$ cat config.mk
export PLATFORM = sky130hd
export DESIGN_NAME = seq_detect_ctrl
export DESIGN_NICKNAME = d
export VERILOG_FILES = /design/src/rtl/seq_detect_ctrl.sv
export SDC_FILE = /design/constraint.sdc
export NUM_CORES = 1
export LEC_CHECK = 0
export BUFFER_PORTS_ARGS = -buffer_cell sky130_fd_sc_hd__buf_2
export CAP_MARGIN = 40
export CORE_MARGIN = 2
export CORE_UTILIZATION = 57
export DETAILED_ROUTE_END_ITERATION = 8
export GPL_ROUTABILITY_DRIVEN = 0
export PLACE_DENSITY = 0.88
export SETUP_SLACK_MARGIN = 0.4
export SYNTH_ARGS = -nofsm -noshare
export SYNTH_HDL_FRONTEND = slang
export SYNTH_SLANG_ARGS = --single-unit
$ cat constraint.sdc
create_clock -name i_clk -period 4.25 [get_ports i_clk]
set_clock_uncertainty 0.2 [all_clocks]
set_input_delay 0.2125 -clock i_clk [delete_from_list [all_inputs] [get_ports i_clk]]
set_output_delay 0.2125 -clock i_clk [all_outputs]
set_load 0.02 [all_outputs]
$ cat src/rtl/seq_detect_ctrl.sv
// Programmable serial pattern-detection run controller.
// A start latches a shadow configuration; the run then counts matches and ends on target, window or abort.
module seq_detect_ctrl #(
  parameter int MAXLEN = 8,
  parameter int CNTW   = 8,
  parameter int WINW   = 16,
  parameter int LENW   = $clog2(MAXLEN) + 1
) (
  input  logic              i_clk,
  input  logic              i_rst_n,
  input  logic              i_start,
  input  logic              i_abort,
  input  logic [MAXLEN-1:0] i_cfg_pattern,
  input  logic [LENW-1:0]   i_cfg_len,
  input  logic              i_cfg_overlap,
  input  logic [CNTW-1:0]   i_cfg_target,
  input  logic [WINW-1:0]   i_cfg_window,
  input  logic              i_bit_in,
  input  logic              i_bit_valid,
  output logic              o_bit_ready,
  output logic              o_match,
  output logic [CNTW-1:0]   o_match_cnt,
  output logic [WINW-1:0]   o_bits_cnt,
  output logic              o_busy,
  output logic              o_done,
  output logic              o_hit_target,
  output logic              o_timeout,
  output logic              o_aborted,
  output logic              o_cfg_err
);

  typedef enum logic [1:0] {
    ST_IDLE = 2'd0,
    ST_RUN  = 2'd1,
    ST_DONE = 2'd2
  } state_t;

  state_t            r_state;
  logic [MAXLEN-1:0] r_pattern;
  logic [LENW-1:0]   r_len;
  logic              r_overlap;
  logic [CNTW-1:0]   r_target;
  logic [WINW-1:0]   r_window;
  // The oldest history bit is only ever needed by the compare, so it is never stored.
  logic [MAXLEN-2:0] r_hist;
  logic [LENW-1:0]   r_fill;
  logic              r_match;
  logic [CNTW-1:0]   r_matchCnt;
  logic [WINW-1:0]   r_bitsCnt;
  logic              r_hitTarget;
  logic              r_timeout;
  logic              r_aborted;
  logic              r_cfgErr;

  logic              w_lenBad;
  logic [MAXLEN-1:0] w_histNew;
  logic [MAXLEN-1:0] w_mask;
  logic [LENW-1:0]   w_fillNew;
  logic              w_patHit;
  logic              w_isMatch;
  logic [CNTW-1:0]   w_matchCntNew;
  logic [WINW-1:0]   w_bitsCntNew;
  logic              w_hitTarget;
  logic              w_hitWindow;

  always_comb begin
    w_lenBad      = (i_cfg_len == '0) || (i_cfg_len > LENW'(MAXLEN));
    w_histNew     = {r_hist, i_bit_in};
    w_mask        = ~({MAXLEN{1'b1}} << r_len);
    w_fillNew     = (r_fill >= r_len) ? r_len : r_fill + 1'b1;
    w_patHit      = ((w_histNew ^ r_pattern) & w_mask) == '0;
    w_isMatch     = (w_fillNew == r_len) && w_patHit;
    w_matchCntNew = r_matchCnt;
    if (w_isMatch && (r_matchCnt != {CNTW{1'b1}})) begin
      w_matchCntNew = r_matchCnt + 1'b1;
    end
    w_bitsCntNew  = r_bitsCnt + 1'b1;
    w_hitTarget   = (r_target != '0) && (w_matchCntNew == r_target);
    w_hitWindow   = (r_window != '0) && (w_bitsCntNew == r_window);
  end

  always_ff @(posedge i_clk or negedge i_rst_n) begin
    if (!i_rst_n) begin
      r_state     <= ST_IDLE;
      r_pattern   <= '0;
      r_len       <= '0;
      r_overlap   <= 1'b0;
      r_target    <= '0;
      r_window    <= '0;
      r_hist      <= '0;
      r_fill      <= '0;
      r_match     <= 1'b0;
      r_matchCnt  <= '0;
      r_bitsCnt   <= '0;
      r_hitTarget <= 1'b0;
      r_timeout   <= 1'b0;
      r_aborted   <= 1'b0;
      r_cfgErr    <= 1'b0;
    end else begin
      r_match <= 1'b0;
      case (r_state)
        ST_IDLE, ST_DONE: begin
          if (i_start) begin
            r_matchCnt  <= '0;
            r_bitsCnt   <= '0;
            r_hist      <= '0;
            r_fill      <= '0;
            r_hitTarget <= 1'b0;
            r_timeout   <= 1'b0;
            r_aborted   <= 1'b0;
            if (w_lenBad) begin
              r_cfgErr <= 1'b1;
              r_state  <= ST_DONE;
            end else begin
              r_cfgErr  <= 1'b0;
              r_pattern <= i_cfg_pattern;
              r_len     <= i_cfg_len;
              r_overlap <= i_cfg_overlap;
              r_target  <= i_cfg_target;
              r_window  <= i_cfg_window;
              r_state   <= ST_RUN;
            end
          end
        end
        ST_RUN: begin
          // Abort wins over a bit offered in the same cycle.
          if (i_abort) begin
            r_aborted <= 1'b1;
            r_state   <= ST_DONE;
          end else if (i_bit_valid) begin
            r_hist     <= w_histNew[MAXLEN-2:0];
            r_fill     <= (w_isMatch && !r_overlap) ? '0 : w_fillNew;
            r_bitsCnt  <= w_bitsCntNew;
            r_matchCnt <= w_matchCntNew;
            r_match    <= w_isMatch;
            if (w_hitTarget) begin
              r_hitTarget <= 1'b1;
              r_state     <= ST_DONE;
            end else if (w_hitWindow) begin
              r_timeout <= 1'b1;
              r_state   <= ST_DONE;
            end
          end
        end
        default: r_state <= ST_IDLE;
      endcase
    end
  end

  assign o_bit_ready  = (r_state == ST_RUN);
  assign o_busy       = (r_state == ST_RUN);
  assign o_done       = (r_state == ST_DONE);
  assign o_match      = r_match;
  assign o_match_cnt  = r_matchCnt;
  assign o_bits_cnt   = r_bitsCnt;
  assign o_hit_target = r_hitTarget;
  assign o_timeout    = r_timeout;
  assign o_aborted    = r_aborted;
  assign o_cfg_err    = r_cfgErr;

endmodule

After elaboration in Yosys (flattened, before gate mapping)
Index checks and enable logic that the tools add are counted.
W data, S select, Z words.
{"block": "totals", "romBits": 0, "memories": 0, "ramBits": 0, "latch_bits": 0, "reg_bits": 79, "inputBits": 43, "elab_cells": 103}
{"block": "classes", "add_sub_neg": 3, "mul": 0, "n_shift": 1, "div_mod_pow": 0, "n_eq_ne": 15, "n_mux": 42, "n_bitwise": 4, "magnitude_cmp": 2, "n_reduce_logical": 21}
{"op": "$mux W16", "count": 3}
{"op": "$mux W8", "count": 4}
{"op": "$pmux W16 S2", "count": 1}
{"op": "$mux W7", "count": 3}
{"op": "$mux W4", "count": 5}
{"op": "$add A16 B1 Y16 const B", "count": 1}
{"op": "$eq A16 B16 Y1", "count": 1}
{"op": "$pmux W8 S2", "count": 1}
{"op": "$reduce_bool A16 Y1", "count": 1}
{"op": "$pmux W7 S2", "count": 1}
{"op": "$mux W1", "count": 13}
{"op": "$mux W2", "count": 6}
{"op": "$ne A2 B2 Y1 const B", "count": 5}
{"op": "$reduce_and A3 Y1", "count": 3}
{"op": "$add A8 B1 Y8 const B", "count": 1}
{"op": "$and A8 B8 Y8", "count": 1}
{"op": "$eq A8 B8 Y1", "count": 1}
{"op": "$logic_not A8 Y1", "count": 1}
{"op": "$ne A8 B8 Y1 const B", "count": 1}
{"op": "$not A8 Y8", "count": 1}
{"op": "$pmux W4 S2", "count": 1}
{"op": "$reduce_bool A8 Y1", "count": 1}
{"op": "$shl A8 B4 Y8 const A", "count": 1}
{"op": "$xor A8 B8 Y8", "count": 1}
{"op": "23 further kinds", "count": 30}

Logic depth before layout (Yosys ltp)
Gate-level depths: netlist of run 1.
{"block": "depth", "word_depth": 13, "depth_mapped": 11}

Worst setup path after synthesis of run 1
No wires, ideal clock.
{"block": "synth_path", "path_type": "register to register", "start": "register r_len[0]", "end": "register r_state[1]", "required_ns": 3.921, "synth_period_minus_slack_ns": 2.978, "setup_slack_ns": 1.272, "arrival_ns": 2.648, "path_stages_with_launch": 11, "setup_ns": 0.129, "path_buffers": 0, "path_cell_list": "dfrtp_1 > ha_1 > nand2b_1 > a21o_1 > a211o_1 > a22o_1 > nand4_2 > mux2_4 > a211oi_2 > nor4_2 > o41a_1"}
{"block": "synth_via", "elab_chain_len": 13, "word_cells_on_any_way": 18, "cone_classes": "1 x order compare; 3 x eq/ne; 1 x shift; 6 x mux; 2 x bitwise; 5 x reduce/logical"}
{"element": "start, declared", "line": "40", "text": "logic [LENW-1:0] r_len;"}
{"element": "start signal, assigned", "line": "117", "text": "r_len <= i_cfg_len;"}
{"element": "$shl A8 B4 Y8", "line": "69", "text": "w_mask = ~({MAXLEN{1'b1}} << r_len);"}
{"element": "$not A8 Y8", "line": "69"}
{"element": "$and A8 B8 Y8", "line": "71", "text": "w_patHit = ((w_histNew ^ r_pattern) & w_mask) == '0;"}
{"element": "$logic_not A8 Y1", "line": "71"}
{"element": "$logic_and A1 B1 Y1 *", "line": "72", "text": "w_isMatch = (w_fillNew == r_len) && w_patHit;"}
{"element": "$logic_and A1 B1 Y1 *", "line": "74", "text": "if (w_isMatch && (r_matchCnt != {CNTW{1'b1}})) begin"}
{"element": "$mux W8 *", "line": "74"}
{"element": "$eq A8 B8 Y1 *", "line": "78", "text": "w_hitTarget = (r_target != '0) && (w_matchCntNew == r_target);"}
{"element": "$logic_and A1 B1 Y1 *", "line": "78"}
{"element": "$mux W2", "line": "136", "text": "if (w_hitTarget) begin"}
{"element": "$mux W2", "line": "130", "text": "end else if (i_bit_valid) begin"}
{"element": "$mux W2", "line": "127", "text": "if (i_abort) begin"}
{"element": "$pmux W2 S2", "line": "101", "text": "case (r_state)"}
{"element": "end signal, assigned", "line": "129", "text": "r_state <= ST_DONE;"}
{"element": "end signal, assigned", "line": "138", "text": "r_state <= ST_DONE;"}
{"element": "end signal, assigned", "line": "141", "text": "r_state <= ST_DONE;"}
{"element": "end, declared", "line": "38", "text": "state_t r_state;"}
Every way passes the cells marked *; elsewhere a longest branch is shown, timed or not. The select of a mux whose other input is x is not followed.
A chain may end at the register's enable or synchronous reset.

Final worst setup path of run 1
{"block": "layout_path", "start": "register r_fill[0]", "end": "register r_timeout, in the netlist o_timeout"}
{"block": "layout_via", "elab_chain_len": 10, "word_cells_on_any_way": 11, "cone_classes": "1 x add/sub; 1 x order compare; 3 x eq/ne; 2 x mux; 4 x reduce/logical"}
{"element": "start, declared", "line": "46", "text": "logic [LENW-1:0] r_fill;"}
{"element": "start signal, assigned", "line": "132", "text": "r_fill <= (w_isMatch && !r_overlap) ? '0 : w_fillNew;"}
{"element": "$add A4 B1 Y4 or $ge A4 B4 Y1 (tied branches)", "line": "70", "text": "w_fillNew = (r_fill >= r_len) ? r_len : r_fill + 1'b1;"}
{"element": "$mux W4 *", "line": "70"}
{"element": "$eq A4 B4 Y1 *", "line": "72"}
{"element": "$logic_and A1 B1 Y1 *", "line": "72"}
{"element": "$logic_and A1 B1 Y1 *", "line": "74"}
{"element": "$mux W8 *", "line": "74"}
{"element": "$eq A8 B8 Y1 *", "line": "78"}
{"element": "$logic_and A1 B1 Y1 *", "line": "78"}
{"element": "$ne A2 B2 Y1 (no source line) *"}
{"element": "$reduce_and A6 Y1 (no source line) *"}
{"element": "end signal, assigned", "line": "96", "text": "r_timeout <= 1'b0;"}
{"element": "end signal, assigned", "line": "109", "text": "r_timeout <= 1'b0;"}
{"element": "end signal, assigned", "line": "140", "text": "r_timeout <= 1'b1;"}
{"element": "end, declared", "line": "51", "text": "logic r_timeout;"}
Every way passes the cells marked *; elsewhere a longest branch is shown, timed or not.

==> results of run 1 <==
==> sequential cells by signal, summed over array words and instances, names as in the netlist <==
name,flops
o_timeout,1
o_match,1
o_hit_target,1
r_len,4
r_pattern,8
o_bits_cnt,16
r_window,16
r_state,2
o_cfg_err,1
r_hist,7
o_match_cnt,8
r_overlap,1
r_target,8
o_aborted,1
r_fill,4
==> metrics by stage <==
step,power [mW],instance area [um^2],hold WS [ns],std cells,util (%)
floorplan,2.02,4560,-0.283,466,-
global placement,2.25,4960,0.226,620,64.2
detailed placement,2.33,5010,-0.0907,622,64.9
CTS,3.01,5660,0.0592,679,73.2
global route,3.23,5660,0.0793,679,73.2
finish,3.06,5660,0.0598,679,73.2
==> cell families (layout without fill, tap and decap cells) <==
logic type / count (synthesis) / in the layout
and+or+nand+nor: 143 / 143
adders and majority gates: 7 / 7
AOI/OAI and AO/OA: 120 / 120
DFF: 79 / 79
muxes: 39 / 39
buffers and inverters: 34 / 145
xor gates and xnor gates: 44 / 44
==> cell type report <==
cell class	instances	area (um^2)
fill	536	2070
tap	102	128
inverter	10	37.5
clock inverter	4	77.6
clock buffer	12	155
multi-input combinational	353	2430
timing repair buffer	119	853
sequential	79	1980
==> synth_stat cells (4+ instances only) <==
| cell type | number | area share (%) |
|---|---|---|
| ha_1 | 7 | 1.9 |
| nand2b_1 | 9 | 1.2 |
| nor4_1 | 8 | 1.1 |
| o21ai_0 | 38 | 4.2 |
| nand3_1 | 15 | 1.6 |
| a21oi_1 | 23 | 2.5 |
| o22ai_1 | 4 | 0.55 |
| a211oi_1 | 5 | 0.82 |
| xnor2_1 | 32 | 6.1 |
| nor2_1 | 28 | 2.3 |
| dfrtp_1 | 79 | 43 |
| buf_2 | 5 | 0.55 |
| nand4_1 | 7 | 0.96 |
| xor2_1 | 12 | 2.3 |
| and3_1 | 7 | 0.96 |
| nand2_1 | 44 | 3.6 |
| nor3_1 | 9 | 0.99 |
| mux2i_1 | 4 | 0.88 |
| a31oi_1 | 4 | 0.55 |
| clkbuf_1 | 13 | 1.1 |
| a22o_1 | 11 | 2.1 |
| mux2_2 | 34 | 8.4 |
| inv_1 | 10 | 0.82 |
| o31ai_1 | 10 | 1.6 |
==> power by group <==
part	total, mW	switching (mW)	internal, mW	leakage [nW]
Sequential	1.20	0.249	0.947	1.01
Combinational	1.21	0.655	0.552	1.32
Clock	0.653	0.288	0.365	0.117
==> worst reg2reg max path, cell delays in order, from the launching register on <==
cell and delay, ns:
dfrtp_1 0.43, inv_1 0.10, ha_1 0.28, nand2b_1 0.14
a21o_1 0.18, a211o_1 0.31, a22o_1 0.29, nand3_1 0.30
a21oi_1 0.09, a221o_1 0.31, nor4_2 0.42, o21ai_1 0.15
==> routing by layer <==
metal | GRT usage [%] | vias to the layer above | part of all wire [%] | wire length, um
met5 | 0 | - | 0 | 0
met4 | 10.3 | 0 | 3.0 | 369
met3 | 6.61 | 41 | 7.1 | 859
met2 | 49.6 | 222 | 50 | 6070
met1 | 37.1 | 2004 | 40 | 4850
li1 | - | 1908 | - | -
==> path summary, 6_finish.rpt <==
kind / endpoint / slack, ns / cells after the start
setup / recovery: o_timeout$_DFFE_PN0P_ / 0.93 / 11
setup reg to reg: o_timeout$_DFFE_PN0P_ / 0.93 / 11
min in group i_clk: o_timeout$_DFFE_PN0P_ / 0.12 / 4
max in group asynchronous: o_match_cnt[2]$_DFFE_PN0P_ / 3.22 / 3
hold / removal: r_window[5]$_DFFE_PN0P_ / 0.06 / 2
hold reg to reg: o_bits_cnt[15]$_DFFE_PN0P_ / 0.33 / 1
==> what timing repair did <==
item,CTS,global route
resized for setup,0,0
endpoints found under the setup margin,0,0
setup buffers,0,0
hold buffers,41,0
hold endpoints to repair,120,0
==> reports/results.ini, run 1 <==
[sta]
max-slew-margin-rel_pct = 42.9
grt_setup_unrepaired = no
fmax_mhz = 301
post-route-period-util_pct = 78.1
fin_setup_tns_ns = 0
fin_ws_ns = 0.932
worst_pin_slew_ns = 0.854
hold_viol_final = 0
finalMaxSlewViolations = 0
period_minus_slack_ns = 3.32
setup_viol = 0

[power_and_ir_drop]
p_leak_nw = 2.45
power.density_mw_per_mm2 = 540
vdd_drop_max_v = 0.000295

[clock_tree]
clk_path_buf_depth = 2
clock_latency_ns = 0.37
ctsRootBufferMaster = clkbuf_8
cts_tree = done
cts_buffers = 9
path_clk_slew_ns = 0.08
cts_htree_levels = 3
cts_sinks = 79

[placement]
port_buffers = 74
post-place-ws_ns = 1.07
hpwl_um = 7910

[worst_setup_path]
critical_path_buf_inv_count = 1
startpoint = r_fill[0]$_DFFE_PN0P_
arrival_ns = 3.35
required_ns = 4.28
crit_fanout = 8
critical_path.slowest_cell = dfrtp_1
end_kind = flip-flop
critical_path.top_delay_family = compound AO/OA/AOI/OAI gates
cpPeakStageDelay_ns = 0.43
timing_worst_setup_path_type = flip-flop to flip-flop
rr_startpoint = r_fill[0]$_DFFE_PN0P_
worstPathCellList = inv_1 -> ha_1 -> nand2b_1 -> a21o_1 -> a211o_1 -> a22o_1 -> nand3_1 -> a21oi_1 -> a221o_1 -> nor4_2 -> o21ai_1
startpoint_type = flip-flop

[global_routing]
grt_max_degree = 62
grtUsageTotal_pct = 29.3
overflow = 0
grt_pass1_vias = 4188
antenna_found_initial = 0
grt_pass1_wl_um = 20100

[synthesis]
yosys.area_share.simple_pct = 16.0
synth-xor-area-share_pct = 8.45
synth-async-reset-ratio_pct = 100
synth-seq-area-share_pct = 43.4
synthAdderAreaFrac_pct = 1.92
ys.flop_type = dfrtp_1
syn-instance-count = 466
synth_top_family_by_area = compound AO/OA/AOI/OAI gates
synth_cell_types = 59
synth-compound-area-share_pct = 17.3
synth-warning-count = 0
synth-seq-cells = 79
synth_area_per_cell_um2 = 9.78
synthMuxAreaShare_pct = 9.61
synth.net_count = 516
synth-edff-count = 0
syn-cell-area_mm2 = 0.00456

[cells_and_area]
layout_commonest_cell = dfrtp_1
layout_common_cells = dfrtp_1, buf_2, nand2_1
area_growth_pct = 24.1
drive_gt1_share_pct = 24.3
n_antenna_cell = 0
nNetsFinal = 622

[route]
num_vias = 4175
vias_per_cell = 6.15
wire_per_inst_um = 17.9
ant_nets = 0
remaining_drc_errors = 0
dr.pass1.iters = 6
drt_wl_total_um = 12200
dr.first_iter.drc_count = 285

[floorplan]
die_area_mm2 = 0.00873
rows = 32
die_x_um = 93.4
die_h_um = 93.4
io_pins = 75
core_mm2 = 0.00773
start_util_pct = 59.0

[worst_hold_path]
hold_class = primary input to asynchronous set/reset pin

[status]
status = finished clean

[job]
max_cap_viol_count = 0

Note: power is estimated with default switching activity, not from simulation.
==> inputs of run 2 (changes only) <==
--- a/config.mk
+++ b/config.mk
@@ -5,13 +5,14 @@
 export SDC_FILE = /design/constraint.sdc
 export NUM_CORES = 1
 export LEC_CHECK = 0
+export ABC_AREA = 1
 export BUFFER_PORTS_ARGS = -buffer_cell sky130_fd_sc_hd__buf_2
 export CAP_MARGIN = 40
 export CORE_MARGIN = 2
-export CORE_UTILIZATION = 57
+export CORE_UTILIZATION = 52
 export DETAILED_ROUTE_END_ITERATION = 8
 export GPL_ROUTABILITY_DRIVEN = 0
-export PLACE_DENSITY = 0.88
+export PLACE_DENSITY = 0.84
 export SETUP_SLACK_MARGIN = 0.4
 export SYNTH_ARGS = -nofsm -noshare
 export SYNTH_HDL_FRONTEND = slang
==> constraint.sdc (replaced) <==
create_clock -name i_clk -period 2.9 [get_ports i_clk]
set_clock_uncertainty 0.2 [all_clocks]
set_input_delay 0.145 -clock i_clk [delete_from_list [all_inputs] [get_ports i_clk]]
set_output_delay 0.145 -clock i_clk [all_outputs]
set_load 0.02 [all_outputs]
==> run 2 against run 1 <==
  * The run now ends with setup timing left
  * Synthesized cell count increased by 33%
  * Clock power rose by 61%
  * Critical path type unchanged
  * Wire length is 48% higher
  * Largest cell class unchanged
  * Highest routed layer unchanged
  * Global-route usage up 2.4 points
  * Final area up 19%
==> reports/results.ini, run 2 <==
[synthesis]
synth-seq-cells = 79
yosys.area.top_type = dfrtp_1
yosys-top-cells-area = dfrtp_1, nand2_1, inv_1
synth-seq-area-share_pct = 42.1
synth-async-reset-ratio_pct = 100
synth_area_per_cell_um2 = 7.58
synth_most_common_cell = nand2_1
synth_cell_types = 37
synth.net_count = 670
synth-edff-count = 0
synthTopCellsByCount = nand2_1, inv_1, dfrtp_1
syn-cell-area_mm2 = 0.00470
syn-instance-count = 620
synth-warning-count = 0
ys.flop_type = dfrtp_1
synth_top_area_share_pct = 42.1

[global_routing]
grt_max_degree = 58
overflow = 0
antenna_found_initial = 0
grt_pass1_vias = 5412
grtUsageTotal_pct = 31.8
grt_pass1_wl_um = 24900

[power_and_ir_drop]
vdd_drop_max_v = 0.000521
p_leak_nw = 3.15
power.density_mw_per_mm2 = 881

[worst_setup_path]
critical_path.top_delay_family = simple AND/OR/NAND/NOR gates
arrival_ns = 3.12
r2r_setup_slack_ns = -0.17
critical_path.slowest_cell = dfrtp_1
worstRegToRegCells = 18
end_kind = flip-flop
timing_worst_setup_path_type = flip-flop to flip-flop
crit_fanout = 7
rr_endpoint = r_state[1]$_DFFE_PN0P_
required_ns = 2.95
cp_common_cell = nand2_1
critical_path_buf_inv_count = 3
worstPathCellList = buf_4 -> ha_1 -> xnor2_2 -> nand3b_1 -> inv_2 -> buf_4 -> nor2_4 -> nand3_1 -> nand2_1 -> nand3_1 -> nand2_1 -> nand2_1 -> nor2_1 -> nand3_2 -> nand3_2 -> nand3_2 -> nand2_2 -> nand2_1
cpPeakStageDelay_ns = 0.41
rr_startpoint = r_fill[0]$_DFFE_PN0P_
startpoint_type = flip-flop

[clock_tree]
clock_latency_ns = 0.37
cts_htree_levels = 3
ctsRootBufferMaster = clkbuf_8
cts_buffers = 9
clk_path_buf_depth = 2
path_clk_slew_ns = 0.09
cts_sinks = 79
cts_tree = done

[placement]
hpwl_um = 9260
port_buffers = 74
dpl.cell_count = 800

[route]
wire_per_inst_um = 19.8
drt_wl_total_um = 18000
num_vias = 5774
dr.first_iter.drc_count = 803
ant_nets = 0
remaining_drc_errors = 0
vias_per_cell = 6.38
dr.pass1.iters = 8

[cells_and_area]
multi_input_area_mm2 = 0.00266
drive_gt1_share_pct = 31.6
seq_area_mm2 = 0.00198
final_core_util_pct = 76.9
layout_common_cells = nand2_1, inv_1, dfrtp_1
layout_commonest_cell = nand2_1
nNetsFinal = 842
fillCellCount = 510
area_growth_pct = 42.8
final_cells = 905
n_antenna_cell = 0

[sta]
max-slew-margin-rel_pct = 66.1
fin_ws_ns = -0.169
setup_viol = 4
grt_setup_unrepaired = yes
fmax_mhz = 326
hold_viol_final = 0
post-route-period-util_pct = 106
fin_setup_tns_ns = -0.390
finalMaxSlewViolations = 0
period_minus_slack_ns = 3.07
worst_pin_slew_ns = 0.507

[floorplan]
die_area_mm2 = 0.00981
die_x_um = 99.1
rows = 34
start_util_pct = 53.9
core_mm2 = 0.00872
io_pins = 75
die_h_um = 99.1

[status]
violations = setup timing
status = complete, but fails checks

[job]
max_cap_viol_count = 0

[worst_hold_path]
hold_class = primary input to asynchronous set/reset pin

==> run 2: worst reg2reg max path, cell delays in order, from the launching register on <==
cell and delay [ns]:
dfrtp_1 0.41, buf_4 0.17, ha_1 0.24, xnor2_2 0.25, nand3b_1 0.20, inv_2 0.08, buf_4 0.15, nor2_4 0.21
nand3_1 0.12, nand2_1 0.09, nand3_1 0.13, nand2_1 0.10, nand2_1 0.06, nor2_1 0.13, nand3_2 0.10, nand3_2 0.11
nand3_2 0.08, nand2_2 0.07, nand2_1 0.06
==> run 2: cell type report <==
class                      count  area share, %
timing repair buffer         176           19.7
tap                          108           2.01
clock buffer                  11           2.11
clock inverter                 5           1.57
sequential                    79           29.5
inverter                      94           5.48
multi-input combinational    432           39.6
==> run 2: cell families after synthesis <==
group                      synth area share (%)
and+or+nand+nor                            30.1
buffers and inverters                      9.11
AOI/OAI and AO/OA                          11.9
DFF                                        42.1
xor gates and xnor gates                   3.73
adders and majority gates                  1.86
muxes                                      1.20
==> run 2: worst max-delay path by stage <==
stage	from	end	slack, ns	depth (start not counted)
global route	r_fill[2]$_DFFE_PN0P_	r_state[1]$_DFFE_PN0P_	-0.29	19
detailed placement	r_len[3]$_DFFE_PN0P_	r_state[1]$_DFFE_PN0P_	-0.09	19
finish	r_fill[0]$_DFFE_PN0P_	r_state[1]$_DFFE_PN0P_	-0.17	18
floorplan	r_fill[0]$_DFFE_PN0P_	r_state[1]$_DFFE_PN0P_	0.32	22
CTS	o_bits_cnt[1]$_DFFE_PN0P_	r_state[1]$_DFFE_PN0P_	0.11	16
global placement	r_len[3]$_DFFE_PN0P_	r_state[1]$_DFFE_PN0P_	0.03	19
==> run 2: report_power, final <==
group | switching [mW] | internal (mW)
combinational | 1.89 | 1.28
sequential | 0.318 | 1.37
clock | 0.452 | 0.596
==> run 2: repair_timing <==
item	4_1_cts	5_1_grt
gates cloned	1	0
resized for setup	43	50
pin swaps	38	25
hold buffers	41	0
endpoints found under the setup margin	14	38
buffers inserted	33	14
hold endpoints to repair	119	0
==> run 2: metrics by stage <==
stage / hold WS [ns] / worst slack, ns / area (um^2) / power, mW
floorplan: -0.351 / 0.317 / 4740 / 3.14
global placement: 0.152 / 0.0263 / 5300 / 3.60
detailed placement: -0.129 / -0.0877 / 5330 / 3.71
CTS: 0.0299 / 0.106 / 6400 / 5.18
global route: 0.0419 / -0.290 / 6710 / 6.14
finish: 0.00998 / -0.169 / 6710 / 5.91
==> run 2: per-layer routing <==
metal / global-route usage [%] / up-vias / part of all wire (%)
met5: 0 / - / 0
met4: 17.9 / 0 / 8.7
met3: 8.01 / 202 / 12
met2: 52.5 / 586 / 46
met1: 37.7 / 2575 / 34
li1: - / 2411 / -
==> inputs of run 3 (changes only) <==
--- a/config.mk
+++ b/config.mk
@@ -5,14 +5,14 @@
 export SDC_FILE = /design/constraint.sdc
 export NUM_CORES = 1
 export LEC_CHECK = 0
-export ABC_AREA = 1
+export ABC_AREA = 0
 export BUFFER_PORTS_ARGS = -buffer_cell sky130_fd_sc_hd__buf_2
 export CAP_MARGIN = 40
-export CORE_MARGIN = 2
-export CORE_UTILIZATION = 52
+export CORE_MARGIN = 10
+export CORE_UTILIZATION = 51
 export DETAILED_ROUTE_END_ITERATION = 8
 export GPL_ROUTABILITY_DRIVEN = 0
-export PLACE_DENSITY = 0.84
+export PLACE_DENSITY = 0.83
 export SETUP_SLACK_MARGIN = 0.4
 export SYNTH_ARGS = -nofsm -noshare
 export SYNTH_HDL_FRONTEND = slang
==> run 3 against run 2 <==
  * The run still ends with setup timing left
  * Final cell count shrank 20%
  * Via count is 24% lower
  * Critical path depth down 8
  * Core utilization shrank 7.2 points
  * Die area is 34% higher
  * Combinational power shrank 27%
  * Fmax increased by 0.38%
  * Critical path type unchanged
==> reports/results.ini, run 3 (synthesis gave the netlist of run 1 again) <==
[power_and_ir_drop]
power.density_mw_per_mm2 = 805
power.switching_mw = 1.96
switching_share_pct = 40.0
p_seq_share_pct = 35.1
vdd_drop_max_v = 0.000480
p_leak_nw = 2.65
clkPwrFrac_pct = 17.5
power_mw = 4.89
combPwrFrac_pct = 47.3
intPower_mw = 2.94

[worst_setup_path]
end_kind = flip-flop
startpoint_type = flip-flop
worstRegToRegCells = 10
worstPathCellList = buf_4 -> nor4_1 -> o22ai_1 -> a21oi_4 -> o2111ai_4 -> buf_6 -> a221oi_2 -> o2111ai_2 -> nor4_4 -> a22o_1
rr_startpoint = r_len[0]$_DFFE_PN0P_
cpPeakStageDelay_ns = 0.43
arrival_ns = 3.17
rr_endpoint = o_hit_target$_DFFE_PN0P_
crit_fanout = 7
startpoint = r_len[0]$_DFFE_PN0P_
r2r_setup_slack_ns = -0.16
critical_path.slowest_cell = dfrtp_1
required_ns = 3.02
timing_worst_setup_path_type = flip-flop to flip-flop

[sta]
grt_setup_unrepaired = yes
fmax_mhz = 327
max-slew-margin-rel_pct = 67.2
finalMaxSlewViolations = 0
post-route-period-util_pct = 105
hold_viol_final = 0
period_minus_slack_ns = 3.06
worst_pin_slew_ns = 0.492
fin_ws_ns = -0.158
holdWs_ns = 0.0616
setup_viol = 5

[floorplan]
die_area_mm2 = 0.0131
core_mm2 = 0.00872
rows = 34
start_util_pct = 52.3
die_h_um = 115
die_x_um = 115
io_pins = 75

[cells_and_area]
seq_area_mm2 = 0.00198
drive_gt1_share_pct = 32.1
n_antenna_cell = 0
fillCellCount = 583
layout_common_cells = dfrtp_1, buf_2, nand2_1
area_growth_pct = 33.4
nNetsFinal = 659
multi_input_area_mm2 = 0.00260
layout_commonest_cell = dfrtp_1

[route]
wire_per_inst_um = 19.4
dr.pass1.iters = 5
remaining_drc_errors = 0
dr.first_iter.drc_count = 322
drt_wl_total_um = 14000
num_vias = 4391
vias_per_cell = 6.09
ant_nets = 0

[placement]
port_buffers = 74
hpwl_um = 8990

[worst_hold_path]
hold_class = primary input to asynchronous set/reset pin

[global_routing]
antenna_found_initial = 0
grt_max_degree = 48
grt_pass1_wl_um = 22400
grtUsageTotal_pct = 20.9
overflow = 0
grt_pass1_vias = 4514

[clock_tree]
cts_tree = done
cts_sinks = 79
cts_buffers = 9
ctsRootBufferMaster = clkbuf_8
path_clk_slew_ns = 0.09
cts_htree_levels = 3
clock_latency_ns = 0.37
clk_path_buf_depth = 2

[job]
max_cap_viol_count = 0

[status]
status = complete, but fails checks
violations = setup timing

[run 3: changes by cell type in the layout (fill, tap and decap cells not counted), sizes merged, moves of 10 or more]
cell / before / now
a22o: 1 / 11
mux2: 5 / 35
inv: 92 / 10
buf: 135 / 115
a21oi: 8 / 24
nand2: 163 / 44
nand4: 32 / 8
o22ai: 25 / 4
xnor2: 4 / 32
nand3: 46 / 15
o21ai: 57 / 41
[run 3: power groups by stage]
stage	sequential, mW	combinational (mW)	clock, mW
floorplan	1.66	1.33	0
global placement	1.69	1.77	0
detailed placement	1.71	1.85	0
CTS	1.69	2.11	0.861
global route	1.75	2.48	0.908
finish	1.72	2.32	0.857
[run 3: through the flow]
stage          util (%)  area (um^2)  cells  setup TNS, ns  setup slack [ns]
5_1_grt            69.7         6080    721          -1.47            -0.286
2_1_floorplan         -         4580    466        -0.0355           -0.0227
3_5_place_dp       60.3         5260    658         -0.486            -0.142
4_1_cts            68.8         6000    719        -0.0428           -0.0428
3_3_place_gp       60.0         5230    657         -0.102           -0.0532
6_report           69.7         6080    721         -0.500            -0.158
[run 3: cell type report]
| class | instances | share of cell area [%] |
|---|---|---|
| clock inverter | 4 | 0.741 |
| timing repair buffer | 156 | 18.6 |
| tap | 108 | 2.22 |
| sequential | 79 | 32.5 |
| multi-input combinational | 353 | 42.8 |
| inverter | 10 | 0.618 |
| clock buffer | 11 | 2.49 |
[run 3: critical path, delay by kind of cell (launching register included)]
family          cells  cell delay, ns
simple gates        2            0.69
compound gates      6            1.32
flops               1            0.43
buf+inv             2            0.36
[run 3: worst max-delay path by stage]
| stage | slack [ns] | to | depth (start not counted) |
|---|---|---|---|
| 2_1_floorplan | -0.02 | r_state[1]$_DFFE_PN0P_ | 11 |
| 3_3_place_gp | -0.05 | r_state[1]$_DFFE_PN0P_ | 11 |
| 3_5_place_dp | -0.14 | r_state[1]$_DFFE_PN0P_ | 11 |
| 4_1_cts | -0.04 | r_state[1]$_DFFE_PN0P_ | 11 |
| 5_1_grt | -0.29 | o_hit_target$_DFFE_PN0P_ | 10 |
| 6_report | -0.16 | o_hit_target$_DFFE_PN0P_ | 10 |
[run 3: per-layer routing]
metal  GRT usage [%]  routed length (um)
met1            23.6                5280
met3            5.40                1160
met2            36.2                7100
met5               0                   0
met4            9.11                 452
[run 3: repair_timing]
item | in CTS | in global routing
endpoints found under the setup margin | 15 | 17
setup buffers | 5 | 2
endpoints found under the hold margin | 120 | 0
hold buffers | 41 | 0
resized for setup | 15 | 13
pin swaps | 11 | 11
